**src/rtl/reg_file_32x32.sv**
```systemverilog
// 32x32 MIPS general-purpose register file: two combinational read ports, one
// clocked write port, r0 hard-wired to zero, optional write-through bypass.
module reg_file_32x32 #(
    parameter int DATA_W = 32,
    parameter int ADDR_W = 5,
    parameter bit BYPASS = 1'b1
) (
    input  logic              clk,
    input  logic              rst_n,
    input  logic              we,
    input  logic [ADDR_W-1:0] wa,
    input  logic [DATA_W-1:0] wd,
    input  logic [ADDR_W-1:0] ra1,
    input  logic [ADDR_W-1:0] ra2,
    output logic [DATA_W-1:0] rd1,
    output logic [DATA_W-1:0] rd2
);

    localparam int DEPTH = 2 ** ADDR_W;

    // r0 has no storage; the array starts at index 1.
    logic [DATA_W-1:0] regs_q [1:DEPTH-1];
    logic [DATA_W-1:0] regs_d [1:DEPTH-1];

    always_comb begin
        for (int i = 1; i < DEPTH; i++) begin
            regs_d[i] = regs_q[i];
        end
        if (we && (wa != '0)) begin
            regs_d[wa] = wd;
        end
    end

    always_ff @(posedge clk or negedge rst_n) begin
        if (!rst_n) begin
            for (int i = 1; i < DEPTH; i++) begin
                regs_q[i] <= '0;
            end
        end else begin
            for (int i = 1; i < DEPTH; i++) begin
                regs_q[i] <= regs_d[i];
            end
        end
    end

    // Bypass is gated by rst_n so every address reads zero during reset.
    always_comb begin
        rd1 = '0;
        if (ra1 != '0) begin
            rd1 = (BYPASS && rst_n && we && (wa == ra1)) ? wd : regs_q[ra1];
        end
    end

    always_comb begin
        rd2 = '0;
        if (ra2 != '0) begin
            rd2 = (BYPASS && rst_n && we && (wa == ra2)) ? wd : regs_q[ra2];
        end
    end

endmodule

```
**config.mk**
```make
export PLATFORM = sky130hd
export DESIGN_NAME = reg_file_32x32
export DESIGN_NICKNAME = d
export VERILOG_FILES = /design/src/rtl/reg_file_32x32.sv
export SDC_FILE = /design/constraint.sdc
export NUM_CORES = 2
export LEC_CHECK = 0
export CORE_UTILIZATION = 55
export DETAILED_ROUTE_END_ITERATION = 7
export GPL_ROUTABILITY_DRIVEN = 0
export PLACE_DENSITY = 0.72
export SYNTH_ARGS = -nofsm -noshare
export SYNTH_HDL_FRONTEND = slang
export SYNTH_SLANG_ARGS = --single-unit
```
**constraint.sdc**
```tcl
create_clock -name clk -period 5.55 [get_ports clk]
set_input_delay 1.665 -clock clk [delete_from_list [all_inputs] [get_ports clk]]
set_output_delay 1.665 -clock clk [all_outputs]
set_load 0.03 [all_outputs]
```
==> impl_results.md <==
- Cell Area, Placed: slightly below 60000 µm²
- Number of flip-flops in the largest register: 992
- H-tree Lvls: 3
- CTS tree: yes
- Design area: between 60000 and 70000 µm²
- Post-Syn Nets: between 3000 and 4000
- Fraction of the yosys area taken by sequential cells: 46.2%
- Tcrit/Tclk final: 101%
- Yosys warnings: 0
- Worst Hold Launch: regs_q[262]
- Maximum vdd drop: ~0.30 mV
- Tmin final: ~5.6 ns
- Largest area contributor in the netlist: dfrtp_1
- Synth Flop Type: dfrtp_1
- Post-Route WL: ~180 mm
- Area of the core: around 97000 µm²
- Vias in the first global route: 38100
- EDFF count, synth: 0
- Worst slew margin: a little under a third
- Leak pwr: roughly 27 nW
- Measured slew at the worst slew-check pin: between 1 and 1.5 ns
- Ys async rst share: 100%
- IO Pins: about 110
- DIE WIDTH: ~310 µm
- Wire length per cell: around 34 µm
- Most frequent cells after synthesis: 1131 x mux2_2, 992 x dfrtp_1, 425 x mux4_2, 195 x clkbuf_1, 96 x buf_2
- Initial DRC Count: approximately 4300
- Hold Buf Count CTS: 0
- Min-Delay Path Class: flop to flop
- Fmax: roughly 180 MHz
- CP arrival: approximately 3.9 ns
- Initial DRT Pass Iterations: 7
- Share of cells above drive strength 1: 57.9%
- Clock Tree Buf Depth: 3
- GRT Total Usage: between 30% and 40%
- Pwr dens: about 360 nW/µm²
- Synth area leaders: dfrtp_1 46%, mux2_2 24%, mux4_2 18%
- FP Rows: 114
- Run status: complete, but fails checks
- DPL Wire Length: approximately 110 mm
- Full die area: just under 100000 µm²
- Area growth syn-to-layout: 18.3%
- Vias per cell: just over 7
- CP Launch Point: ra2[3]
- Syn Area/Cell: between 10 and 15 µm²
- Worst r2r src: regs_q[965]
- Synth Cell Area: ~54000 µm²
- Largest Register: regs_q
- FF+latch count, synth: a little under 1000
- Port bufs: roughly 110
- Total power: ~23 mW
- Worst Skew: 0 ns
- Final net count: 3973
- Pins over their slew limit: 0
- Final Setup Violations: 1
- Worst skew pair latency: 0.68 ns
- CP Launch Type: primary input
- Biggest regs: regs_q (992)
- TNS Setup: -0.0442 ns
- Vias: 37500
- MaxCap Viol Count: 0
- Count leader, synth: mux2_2
- Pre-CTS setup slack: -0.340 ns
- Critical Path RT: 3.88 ns
- Setup ws final: -0.0442 ns
- Final core utilization: 65.8%
- Initial antenna violation count: 7
- Largest net degree at the start of global routing: ~160
- Clk sinks: around 990
- Antenna-violating nets left: 0
- Cell variety after synth: 57
- Die extent in y: between 300 and 400 µm
- Post-route DRC: 0
- Failing checks: setup timing
- CP Class: primary input to output pin
- Crit-path max FO: 10
- CTS root buf: clkbuf_16
- CTS Buf Count: 107
- GR Overflow Total: 0
- Clk slew on worst S/H paths: approximately 0.050 ns
- Global-route wire length before repair: ~260 mm
- CP Capture Type: output pin
- RSZ-0062 raised after global routing: true
- Hold Fails Final Rpt: 0
- Synth Instances: ~3700
- Initial Util: 55.6%
- Top-area cell type share of the netlist area: 46.2%
-- layout make-up --
| class | count | area (µm²) |
|---|---|---|
| antenna | 3 | 7.51 |
| sequential | 992 | 24800 |
| multi-input combinational | 2271 | 27400 |
| timing repair buffer | 544 | 5940 |
| clock inverter | 40 | 597 |
| clock buffer | 157 | 3230 |
| fill | 6834 | 33100 |
| inverter | 7 | 26.3 |
| tap | 1276 | 1600 |
-- cells by family after synthesis --
| logic type | synth area share [%] |
|---|---|
| xor gates and xnor gates | 0.130 |
| DFF | 46.2 |
| muxes | 42.0 |
| buffers and inverters | 3.55 |
| and+or+nand+nor | 2.89 |
| AOI/OAI and AO/OA | 5.25 |
-- where the power goes --
group / switching [mW] / total, mW / internal [mW]
Combinational: 2.08 / 5.16 / 3.09
Sequential: 1.05 / 9.71 / 8.66
Clock: 3.06 / 7.73 / 4.67
Total: 6.19 / 22.6 / 16.4
-- worst paths after layout --
check                               to  slack [ns]  cells past startpoint
max in group asynchronous  regs_q[182]        2.07                      4
setup reg to reg           regs_q[965]        4.74                      1
min in group asynchronous  regs_q[432]        1.02                      2
hold reg to reg            regs_q[262]        0.52                      1
setup / recovery               rd2[30]       -0.04                      8
hold / removal             regs_q[262]        0.52                      1
-- through the flow --
step / cells / hold WS, ns
3_3_place_gp: 5076 / 0.499
3_5_place_dp: 5077 / 0.509
5_1_grt: 5287 / 0.534
4_1_cts: 5282 / 0.522
2_1_floorplan: 3672 / 0.489
6_report: 5290 / 0.522
-- routing by layer --
metal,global-route usage [%],wire [µm]
met3,9.21,18900
met4,16.7,8870
met2,54.7,81200
met1,49.9,68400
met5,0.822,175
-- critical path, stage by stage --
cell and delay [ns]:
buf_2 0.34, inv_2 0.28, buf_4 0.24, nor3_1 0.23, a22o_1 0.19, a31oi_1 0.04, a31oi_1 0.72, buf_12 0.20
-- cell usage in the layout (no fill, tap or decap), types with 37 or more instances in the layout --
master     count
nand2_1       40
nor3_1        41
nor2_1        42
buf_4        353
buf_12       122
clkbuf_16    109
o22ai_1       78
a22oi_1       37
a221oi_1      44
dfrtp_1      992
mux2_2      1131
nor2b_1       52
a211oi_1      43
mux4_2       425
-- timing repair --
| item | CTS | global route |
|---|---|---|
| endpoints found under the setup margin | 58 | 49 |
| pin swaps | 6 | 2 |
| cloned | 4 | 0 |
| gates resized for setup | 46 | 27 |
| setup buffers | 4 | 5 |
(Power assumes the default switching activity.)
